$ cat src/rtl/riscv_wb_arbiter_pkg.sv
// Shared definitions for the writeback-port arbiter: register-file geometry,
// arbitration state and requester encodings.
package riscv_wb_arbiter_pkg;

    localparam int REG_COUNT = 32;
    localparam int REG_IDX_W = 5;

    typedef logic [REG_IDX_W-1:0] reg_idx_t;

    typedef enum logic {
        WB_MEM_PRI = 1'b0,
        WB_ALU_PRI = 1'b1
    } wb_arb_state_t;

    typedef enum logic {
        WB_SRC_ALU = 1'b0,
        WB_SRC_MEM = 1'b1
    } wb_src_t;

endpackage

$ cat src/rtl/riscv_wb_arbiter_if.sv
// Writeback bundle: two requesters, the register-file write port and the
// scoreboard issue/lookup signals. slave = arbiter side, master = stage side.
interface riscv_wb_arbiter_if #(
    parameter int XLEN = 32
);
    import riscv_wb_arbiter_pkg::*;

    logic            alu_valid;
    logic            alu_ready;
    reg_idx_t        alu_rd_index;
    logic [XLEN-1:0] alu_rd;

    logic            mem_valid;
    logic            mem_ready;
    reg_idx_t        mem_rd_index;
    logic [XLEN-1:0] mem_rd;

    logic            enable_write_rd;
    reg_idx_t        rd_index;
    logic [XLEN-1:0] rd;

    logic            issue_valid;
    reg_idx_t        issue_rd_index;
    reg_idx_t        rs1_index;
    reg_idx_t        rs2_index;
    logic            rs1_busy;
    logic            rs2_busy;

    modport slave (
        input  alu_valid, alu_rd_index, alu_rd,
        input  mem_valid, mem_rd_index, mem_rd,
        input  issue_valid, issue_rd_index, rs1_index, rs2_index,
        output alu_ready, mem_ready,
        output enable_write_rd, rd_index, rd,
        output rs1_busy, rs2_busy
    );

    modport master (
        output alu_valid, alu_rd_index, alu_rd,
        output mem_valid, mem_rd_index, mem_rd,
        output issue_valid, issue_rd_index, rs1_index, rs2_index,
        input  alu_ready, mem_ready,
        input  enable_write_rd, rd_index, rd,
        input  rs1_busy, rs2_busy
    );

endinterface

$ cat src/rtl/riscv_wb_scoreboard.sv
// Busy vector of registers with an issued-but-uncommitted write, plus two
// combinational lookups. Set on issue, cleared on commit; set wins on a tie.
module riscv_wb_scoreboard
    import riscv_wb_arbiter_pkg::*;
(
    input  logic     clock,
    input  logic     reset,
    input  logic     issue_valid,
    input  reg_idx_t issue_rd_index,
    input  logic     commit_en,
    input  reg_idx_t commit_index,
    input  reg_idx_t rs1_index,
    input  reg_idx_t rs2_index,
    output logic     rs1_busy,
    output logic     rs2_busy
);

    logic [REG_COUNT-1:0] busy_q;
    logic [REG_COUNT-1:0] busy_d;

    always_comb begin
        busy_d = busy_q;
        if (commit_en) begin
            busy_d[commit_index] = 1'b0;
        end
        if (issue_valid && (issue_rd_index != '0)) begin
            busy_d[issue_rd_index] = 1'b1;
        end
    end

    always_ff @(posedge clock or posedge reset) begin
        if (reset) begin
            busy_q <= '0;
        end else begin
            busy_q <= busy_d;
        end
    end

    // x0 is never set, but gate anyway so the lookup is correct by construction.
    assign rs1_busy = (rs1_index != '0) && busy_q[rs1_index];
    assign rs2_busy = (rs2_index != '0) && busy_q[rs2_index];

endmodule

$ cat src/rtl/riscv_wb_arbiter.sv
// Load-priority arbiter for the register-file write port with ALU anti-starvation
// and a one-cycle registered write stage. Optional busy scoreboard: RISCV_WB_SCOREBOARD_EN.
module riscv_wb_arbiter
    import riscv_wb_arbiter_pkg::*;
#(
    parameter int XLEN         = 32,
    parameter int STARVE_LIMIT = 3
) (
    input logic               clock,
    input logic               reset,
    riscv_wb_arbiter_if.slave bus
);

    localparam logic [3:0] LIMIT = 4'(STARVE_LIMIT);

    wb_arb_state_t   state_q;
    wb_arb_state_t   state_d;
    logic [3:0]      starve_q;
    logic [3:0]      starve_d;

    logic            alu_grant;
    logic            mem_grant;
    wb_src_t         grant_src;
    reg_idx_t        sel_index;
    logic [XLEN-1:0] sel_data;

    logic            wr_en_q;
    reg_idx_t        wr_index_q;
    logic [XLEN-1:0] wr_data_q;

    always_ff @(posedge clock or posedge reset) begin
        if (reset) begin
            state_q  <= WB_MEM_PRI;
            starve_q <= '0;
        end else begin
            state_q  <= state_d;
            starve_q <= starve_d;
        end
    end

    // A lost arbitration only counts when the ALU was actually waiting.
    always_comb begin
        state_d  = state_q;
        starve_d = starve_q;
        if (alu_grant) begin
            starve_d = '0;
            state_d  = WB_MEM_PRI;
        end else if (mem_grant && bus.alu_valid) begin
            if (starve_q < LIMIT) begin
                starve_d = starve_q + 4'd1;
            end
            if ((starve_q + 4'd1) >= LIMIT) begin
                state_d = WB_ALU_PRI;
            end
        end
    end

    always_comb begin
        alu_grant = bus.alu_valid && (!bus.mem_valid || (state_q == WB_ALU_PRI));
        mem_grant = bus.mem_valid && !alu_grant;
        grant_src = mem_grant ? WB_SRC_MEM : WB_SRC_ALU;
        sel_index = (grant_src == WB_SRC_MEM) ? bus.mem_rd_index : bus.alu_rd_index;
        sel_data  = (grant_src == WB_SRC_MEM) ? bus.mem_rd : bus.alu_rd;
    end

    assign bus.alu_ready = alu_grant;
    assign bus.mem_ready = mem_grant;

    // x0 transfers are consumed but never reach the write enable.
    always_ff @(posedge clock or posedge reset) begin
        if (reset) begin
            wr_en_q    <= 1'b0;
            wr_index_q <= '0;
            wr_data_q  <= '0;
        end else begin
            wr_en_q <= (alu_grant || mem_grant) && (sel_index != '0);
            if (alu_grant || mem_grant) begin
                wr_index_q <= sel_index;
                wr_data_q  <= sel_data;
            end
        end
    end

    assign bus.enable_write_rd = wr_en_q;
    assign bus.rd_index        = wr_index_q;
    assign bus.rd              = wr_data_q;

`ifdef RISCV_WB_SCOREBOARD_EN
    riscv_wb_scoreboard u_scoreboard (
        .clock          (clock),
        .reset          (reset),
        .issue_valid    (bus.issue_valid),
        .issue_rd_index (bus.issue_rd_index),
        .commit_en      (wr_en_q),
        .commit_index   (wr_index_q),
        .rs1_index      (bus.rs1_index),
        .rs2_index      (bus.rs2_index),
        .rs1_busy       (bus.rs1_busy),
        .rs2_busy       (bus.rs2_busy)
    );
`else
    logic unused_scoreboard;
    assign unused_scoreboard = ^{bus.issue_valid, bus.issue_rd_index,
                                 bus.rs1_index, bus.rs2_index};
    assign bus.rs1_busy = 1'b0;
    assign bus.rs2_busy = 1'b0;
`endif

endmodule

$ cat src/flat_wrapper.sv
// flat-port wrapper written by rule: the top's interface ports become plain ports
module riscv_wb_arbiter_flat import riscv_wb_arbiter_pkg::*;
#(
    parameter int XLEN         = 32,
    parameter int STARVE_LIMIT = 3
)
  (clock, reset, bus_alu_valid, bus_alu_rd_index, bus_alu_rd, bus_mem_valid, bus_mem_rd_index, bus_mem_rd, bus_issue_valid, bus_issue_rd_index, bus_rs1_index, bus_rs2_index, bus_alu_ready, bus_mem_ready, bus_enable_write_rd, bus_rd_index, bus_rd, bus_rs1_busy, bus_rs2_busy);
  riscv_wb_arbiter_if #(.XLEN(XLEN)) bus_i ();
  input logic clock;
  input logic reset;
  input wire logic [$bits(bus_i.alu_valid)-1:0] bus_alu_valid;
  input wire logic [$bits(bus_i.alu_rd_index)-1:0] bus_alu_rd_index;
  input wire logic [$bits(bus_i.alu_rd)-1:0] bus_alu_rd;
  input wire logic [$bits(bus_i.mem_valid)-1:0] bus_mem_valid;
  input wire logic [$bits(bus_i.mem_rd_index)-1:0] bus_mem_rd_index;
  input wire logic [$bits(bus_i.mem_rd)-1:0] bus_mem_rd;
  input wire logic [$bits(bus_i.issue_valid)-1:0] bus_issue_valid;
  input wire logic [$bits(bus_i.issue_rd_index)-1:0] bus_issue_rd_index;
  input wire logic [$bits(bus_i.rs1_index)-1:0] bus_rs1_index;
  input wire logic [$bits(bus_i.rs2_index)-1:0] bus_rs2_index;
  output wire logic [$bits(bus_i.alu_ready)-1:0] bus_alu_ready;
  output wire logic [$bits(bus_i.mem_ready)-1:0] bus_mem_ready;
  output wire logic [$bits(bus_i.enable_write_rd)-1:0] bus_enable_write_rd;
  output wire logic [$bits(bus_i.rd_index)-1:0] bus_rd_index;
  output wire logic [$bits(bus_i.rd)-1:0] bus_rd;
  output wire logic [$bits(bus_i.rs1_busy)-1:0] bus_rs1_busy;
  output wire logic [$bits(bus_i.rs2_busy)-1:0] bus_rs2_busy;
  assign bus_i.alu_valid = bus_alu_valid;
  assign bus_i.alu_rd_index = bus_alu_rd_index;
  assign bus_i.alu_rd = bus_alu_rd;
  assign bus_i.mem_valid = bus_mem_valid;
  assign bus_i.mem_rd_index = bus_mem_rd_index;
  assign bus_i.mem_rd = bus_mem_rd;
  assign bus_i.issue_valid = bus_issue_valid;
  assign bus_i.issue_rd_index = bus_issue_rd_index;
  assign bus_i.rs1_index = bus_rs1_index;
  assign bus_i.rs2_index = bus_rs2_index;
  assign bus_alu_ready = bus_i.alu_ready;
  assign bus_mem_ready = bus_i.mem_ready;
  assign bus_enable_write_rd = bus_i.enable_write_rd;
  assign bus_rd_index = bus_i.rd_index;
  assign bus_rd = bus_i.rd;
  assign bus_rs1_busy = bus_i.rs1_busy;
  assign bus_rs2_busy = bus_i.rs2_busy;
  riscv_wb_arbiter #(.XLEN(XLEN), .STARVE_LIMIT(STARVE_LIMIT)) u_core (.clock(clock), .reset(reset), .bus(bus_i));
endmodule
$ cat config.mk
export PLATFORM = sky130hd
export DESIGN_NAME = riscv_wb_arbiter_flat
export DESIGN_NICKNAME = d
export VERILOG_FILES = /design/src/rtl/riscv_wb_arbiter_pkg.sv /design/src/rtl/riscv_wb_arbiter_if.sv /design/src/rtl/riscv_wb_scoreboard.sv /design/src/rtl/riscv_wb_arbiter.sv /design/src/flat_wrapper.sv
export SDC_FILE = /design/constraint.sdc
export NUM_CORES = 1
export LEC_CHECK = 0
export CAP_MARGIN = 20
export CORE_UTILIZATION = 40
export CTS_BUF_LIST = sky130_fd_sc_hd__clkbuf_4 sky130_fd_sc_hd__clkbuf_8
export DETAILED_ROUTE_END_ITERATION = 10
export PLACE_DENSITY = 0.83
export SYNTH_ARGS = -nofsm -noshare
export SYNTH_HDL_FRONTEND = slang
export SYNTH_HIERARCHICAL = 1
export SYNTH_SLANG_ARGS = --single-unit
$ cat constraint.sdc
create_clock -name clock -period 2.12 [get_ports clock]
set_input_delay 0.424 -clock clock [delete_from_list [all_inputs] [get_ports clock]]
set_output_delay 0.424 -clock clock [all_outputs]
set_load 0.02 [all_outputs]
Yosys cells after proc, flatten, opt, wreduce, memory -nomap -nowiden --
Index checks and enable logic that the tools add are counted.
Word-level totals: flip-flop bits (word level) 43
Operators by class: mux-type cells 9, reductions and logical operators 14, magnitude comparators 2, add/sub/neg operators 1
Operators with widths (number):
- $mux W32 | 1
- $mux W4 | 3
- $reduce_bool A2 Y1 | 3
- $mux W5 | 1
- $reduce_bool A5 Y1 | 1
- $add A4 B1 Y4 const B | 1
- $ge A4 B2 Y1 const B | 1
- $logic_and A1 B1 Y1 | 4
- $lt A4 B2 Y1 const B | 1
- $mux W1 | 4
- $reduce_and A2 Y1 | 2
- $logic_not A1 Y1 | 2
- $logic_or A1 B1 Y1 | 2

Longest topological paths before layout --
Gate-level depths: netlist of run 1.
word-level depth 9, mapped depth 6, gate-level depth less buffers 4

Worst setup path after synthesis of run 1 --
No wires, ideal clock.
path kind flip-flop to flip-flop, start point reg u_core.starve_q[0], end point reg u_core.starve_q[1], arrival time 1.544 ns, setup slack 0.496 ns, clock period less this slack 1.624 ns, buffers on the path 0, cell stages (with the launch flop) 5, data required time 2.040 ns, cells stage by stage dfrtp_1 > ha_1 > or4b_4 > mux2_4 > o22ai_2
On the way: cells in the longest elaborated chain, start to end 4
RTL lines:
- from (decl) | RTL line riscv_wb_arbiter.sv:18 | logic [3:0] starve_q;
- from (signal assigned) | RTL line riscv_wb_arbiter.sv:37 | starve_q <= starve_d;
- $add A4 B1 Y4 | RTL line riscv_wb_arbiter.sv:50 | starve_d = starve_q + 4'd1;
- $mux W4 | RTL line riscv_wb_arbiter.sv:49 | if (starve_q < LIMIT) begin
- $mux W4 | RTL line riscv_wb_arbiter.sv:48 | end else if (mem_grant && bus.alu_valid) begin
- $mux W4 | RTL line riscv_wb_arbiter.sv:45 | if (alu_grant) begin
Several ways; a longest one is shown, not always the timed one. The select of a mux whose other input is x is not followed. A chain may end at the register's enable or synchronous reset.

Worst setup path in the final report of run 1 --
start point in bus_mem_valid, end point out bus_mem_ready
On the way: cells in the longest elaborated chain, start to end 5
RTL lines:
- from (decl) | RTL line flat_wrapper.sv:14 | input wire logic [$bits(bus_i.mem_valid)-1:0] bus_mem_valid;
- $logic_not A1 Y1 | RTL line riscv_wb_arbiter.sv:59 | alu_grant = bus.alu_valid && (!bus.mem_valid || (state_q == WB_ALU_PRI));
- $logic_or A1 B1 Y1 | RTL line riscv_wb_arbiter.sv:59
- $logic_and A1 B1 Y1 | RTL line riscv_wb_arbiter.sv:59
- $logic_not A1 Y1 | RTL line riscv_wb_arbiter.sv:60 | mem_grant = bus.mem_valid && !alu_grant;
- $logic_and A1 B1 Y1 (*) | RTL line riscv_wb_arbiter.sv:60
- to (decl) | RTL line flat_wrapper.sv:22 | output wire logic [$bits(bus_i.mem_ready)-1:0] bus_mem_ready;
Mark *: on every way between the ends. The rest lies on a longest branch, timed or not.

==> out/qor.csv, run 1 <==
metric,value,unit
cp-endpoint,bus_mem_ready,
rows,27,
yosysWarnings,6,
cts.hold.buffers_added,0,
die_area,0.00631,sq mm
status,finished clean,
io_buffer_count,117,
ir_worst_vdd,0.331,mV
clk-insertion-delay-late,290,ps
grtUsageTotal,22.0,%
core,0.00564,sq mm
syn_avg_cell_area,9.88,sq um
p_sw_share,31.5,%
clkPwrFrac,21.2,%
cts_resized,2,
drtAntennaViolNets,0,
crit_path_start,bus_mem_valid,
hp-class,primary input to async pin,
rsz0062_at_grt,no,
hold_viol,0,
synth_area,0.00240,sq mm
fin_util,66.0,%
fin_nets,452,
drive_gt1_share,17.1,%
dr.first_iter.drc_count,98,
switchingPower,0.777,mW
setup_viol,0,
r2r_cells,4,
intPower,1.69,mW
cp_slowest_stage_delay,510,ps
die_height,79.5,microns
diodes,0,
grt_max_degree,40,
final_area,0.00372,sq mm
drt-vias-per-instance,5.34,
place_congestion,0.740,
antenna_found_initial,0,
crit_required,1700,ps
combPwrFrac,38.2,%
grt_pass1_wl,10800,microns
first_global_vias,2299,
cts_tree,built,
cp-end-kind,output pin,
fin_crit_sh,93.1,%
num_vias,2284,
ios,136,
synth-main-ff-cell,dfrtp_1,
fin_skew,6.70,ps
start_util,42.5,%
gr-total-overflow,0,
clock-sinks,43,
synth-edff-count,0,
maxSlewViolCount,0,
seq_area_frac_synth,44.8,%
slowest_stage,clkdlybuf4s50_1,
r2r-end,u_core/starve_q[1],
synth_cells,243,
rr_startpoint,u_core/starve_q[0],
post_cts_buffers,0,
synth.ff_latch_count,43,
r2r_slack,410,ps
synth_top_area_share,44.8,%
synth_area_leaders,"dfrtp_1, mux2_2, o22ai_1",
synth.largest_area_cell,dfrtp_1,
worstSetupStartpointType,primary input,
criticalPathCategory,primary input to output pin,
pwr_density_cell,664,mW/mm^2
clock-root-buffer,clkbuf_8,
drt_first_pass_iters,4,
place.detailed.hpwl,4810,microns
die_w,79.5,microns
most-common-layout-cells,"clkdlybuf4s50_1, dfrtp_1, o22ai_1",
cellLeakagePower,1.59,nW
cp.arrival,1550,ps
period_needed,1970,ps
drt-total-wl,6640,microns
drv_cap,0,
cp_cell_sequence,clkdlybuf4s50_1 -> a21bo_2 -> inv_1 -> dlygate4sd2_1,
cts-htree-levels,2,
power_frac_seq,40.6,%
async_flop_share,100,%
layout_commonest_cell,clkdlybuf4s50_1,
placed_area,0.00364,sq mm
path_clk_slew,80,ps
synth_cell_types,25,
cts_max_path_buffers,2,
synthToLayoutAreaGrowth,55.1,%
wire_per_inst,15.5,microns
p_total,2.47,mW
hold_slack,432,ps
numCtsBuffers,5,
path_max_fanout,4,
fmax,507,MHz
drc,0,
[layer usage]
metal	part of all wire (%)	up-vias	GRT usage (%)
met5	0	-	0
met4	1.1	0	6.73
met3	7.3	6	6.29
met2	48	93	35.3
met1	43	1087	28.5
li1	-	1098	-
[worst max-delay path: cells and delay by family]
family / cells / cell delay (ps)
AOI/OAI and AO/OA: 1 / 240
buffers and inverters: 3 / 880
[worst min-delay path by stage]
stage	start	to	slack, ps
after floorplan	u_core/starve_q[3]	u_core/starve_q[3]	500
after global placement	u_core/starve_q[3]	u_core/starve_q[3]	520
after detailed placement	u_core/starve_q[3]	u_core/starve_q[3]	520
after CTS	reset	u_core/bus.rd[4]	450
after global routing	bus_alu_valid	u_core/starve_q[1]	450
final	reset	u_core/bus.rd[4]	430
[per-stage QoR]
step,setup WS (ps),setup TNS [ps],cells
after floorplan,496,0,244
after global placement,-128,-177,421
after detailed placement,-125,-195,421
after CTS,139,0,428
after global routing,98.9,0,428
final,147,0,428
[logic make-up after synthesis]
group	after synthesis	share of synthesized area, %
AO/OA/AOI/OAI	74	19.9
multiplexers	38	18.0
adder cells (fa/ha/maj)	2	1.04
flip-flops	43	44.8
XOR/XNOR	2	0.730
buffers and inverters	59	10.4
other	1	0.156
AND/OR/NAND/NOR	24	4.90
[layout make-up]
cell class | instances | area [sq um]
clock inverter | 1 | 5.00
timing repair buffer | 127 | 1250
sequential | 43 | 1080
tap | 72 | 90.1
inverter | 37 | 139
clock buffer | 6 | 82.6
multi-input combinational | 142 | 1080
fill | 445 | 1920
[registers in the layout, indices dropped and copies added, names as in the netlist]
register	count
u_core/bus.enable_write_rd	1
u_core/bus.rd	32
u_core/bus.rd_index	5
u_core/starve_q	4
u_core/state_q	1
[synthesized netlist by cell type (2+ instances only)]
library cell,instances
mux2_2,37
and2_1,2
buf_4,5
xor2_1,2
buf_1,3
nor2_1,14
or4_1,2
buf_2,8
a31oi_1,32
dfrtp_1,43
clkbuf_1,6
inv_1,37
o22ai_1,38
ha_1,2
nand2_1,2
[power by group through the flow]
stage                     logic (mW)  clock network (mW)  registers [mW]
after global routing            1.01               0.576            1.02
after global placement         0.931                   0            1.01
after floorplan                0.378                   0            1.13
after detailed placement       0.948                   0            1.02
final                          0.943               0.525            1.00
after CTS                      0.949               0.536            1.00
No activity file was read; power rests on OpenSTA's default activity.
==> run 2, diff against run 1 <==
--- a/config.mk
+++ b/config.mk
@@ -6,10 +6,11 @@
 export NUM_CORES = 1
 export LEC_CHECK = 0
 export CAP_MARGIN = 20
-export CORE_UTILIZATION = 40
+export CORE_UTILIZATION = 43
 export CTS_BUF_LIST = sky130_fd_sc_hd__clkbuf_4 sky130_fd_sc_hd__clkbuf_8
 export DETAILED_ROUTE_END_ITERATION = 10
-export PLACE_DENSITY = 0.83
+export MAX_ROUTING_LAYER = met4
+export PLACE_DENSITY = 0.89
 export SYNTH_ARGS = -nofsm -noshare
 export SYNTH_HDL_FRONTEND = slang
 export SYNTH_HIERARCHICAL = 1
==> constraint.sdc (replaced) <==
create_clock -name clock -period 2.6 [get_ports clock]
set_input_delay 0.52 -clock clock [delete_from_list [all_inputs] [get_ports clock]]
set_output_delay 0.52 -clock clock [all_outputs]
set_load 0.02 [all_outputs]
==> run 2 against run 1 <==
- sequential cell count did not move
- non-clock buffer count down 4
- worst hold slack gained 150 ps
- first-iteration DRC count down 17%
- clock skew decreased by 2.7 ps
- cell count is 1.2% lower
- global-route usage grew 2.3 points
- utilization increased by 4.8 points
- register-to-register slack improved by 470 ps
- sequential power shrank 18%
- clock-buffer cell count grew 2
- critical endpoint is now bus_alu_ready
- largest cell class unchanged
- highest routed layer unchanged
==> out/qor.csv, run 2 (synthesis results as in run 1) <==
metric,value,unit
period_needed,2470,ps
crit_path_start,bus_mem_valid,
post_cts_buffers,0,
fin_util,70.8,%
drv_cap,0,
most-common-layout-cells,"clkdlybuf4s50_1, dfrtp_1, o22ai_1",
ios,136,
drive_gt1_share,16.4,%
worstSetupStartpointType,primary input,
hp-start,u_core/starve_q[3],
dr.first_iter.drc_count,81,
core,0.00524,sq mm
place_ws,130,ps
final_area,0.00371,sq mm
worst_slew_pin_slew,514,ps
antenna_found_initial,0,
hold_viol,0,
drt_first_pass_iters,4,
die_w,76.7,microns
fin_nets,448,
drc,0,
r2r_cells,4,
num_vias,2322,
crit_required,2080,ps
criticalPathCategory,primary input to output pin,
cp.arrival,1950,ps
setup_tns,0,ps
diodes,0,
cts_max_path_buffers,2,
cellLeakagePower,1.58,nW
path_clk_slew,80,ps
hp-class,flip-flop to flip-flop,
clock-sinks,43,
pwr_density_cell,553,mW/mm^2
placed_area,0.00360,sq mm
io_buffer_count,117,
status,finished clean,
drt-vias-per-instance,5.49,
place_congestion,0.777,
ir_worst_vdd,0.352,mV
drt-total-wl,6610,microns
grtUsageTotal,24.3,%
grt_max_degree,47,
clock-root-buffer,clkbuf_8,
fin_ws,127,ps
min_path_cells,1,
fin_crit_sh,95.1,%
rr_startpoint,u_core/starve_q[0],
fin_skew,4.01,ps
r2r-end,u_core/starve_q[1],
r2r_slack,880,ps
rsz0062_at_grt,no,
first_global_vias,2409,
maxSlewViolCount,0,
synthToLayoutAreaGrowth,54.5,%
cts-htree-levels,2,
cp-end-kind,output pin,
die_height,76.7,microns
cts.hold.buffers_added,0,
place.detailed.hpwl,4690,microns
wire_per_inst,15.6,microns
cts_tree,built,
start_util,45.8,%
gr-total-overflow,0,
hold_end,u_core/starve_q[3],
rows,26,
clk-insertion-delay-late,290,ps
path_max_fanout,5,
grt_pass1_wl,11100,microns
cts_resized,0,
die_area,0.00588,sq mm
layout_commonest_cell,clkdlybuf4s50_1,
numCtsBuffers,5,
drtAntennaViolNets,0,
relSlewSlack,65.7,%
setup_viol,0,
fmax,404,MHz
largest_reg_flops,32,
[run 2: worst max path at each step]
stage                     to  slack [ps]
2_1_floorplan  bus_alu_ready         900
3_3_place_gp   bus_alu_ready         170
3_5_place_dp   bus_alu_ready         130
4_1_cts        bus_alu_ready         130
5_1_grt        bus_alu_ready          50
6_report       bus_alu_ready         130
[run 2: final cells by class]
cell class,count,area [sq um]
clock buffer,8,104
fill,394,1530
inverter,37,139
multi-input combinational,142,1080
sequential,43,1080
tap,70,87.6
timing repair buffer,123,1220
[run 2: stage by stage]
| stage | power, mW | hold slack [ps] | std cells |
|---|---|---|---|
| global placement | 1.57 | 521 | 415 |
| detailed placement | 1.59 | 558 | 415 |
| CTS | 2.07 | 581 | 423 |
| floorplan | 1.23 | 499 | 244 |
| finish | 2.05 | 577 | 423 |
| global route | 2.17 | 593 | 423 |
[run 2: critical path, stage by stage]
cell and delay, ps:
clkdlybuf4s50_1 440, nand2b_1 150, nand2_1 140, inv_1 100, clkdlybuf4s50_1 600
[run 2: report_power, final]
part	total [mW]	internal, mW	switching [mW]
Sequential	0.816	0.760	0.0558
Clock	0.472	0.253	0.219
Combinational	0.761	0.405	0.357
Total	2.05	1.42	0.632
[run 2: layer usage]
layer,wire (microns),global-route usage (%),vias to the layer above
met5,0,-,-
li1,-,-,1091
met3,587,7.26,4
met1,2710,29.0,1111
met2,3280,40.4,116
met4,31,5.19,0
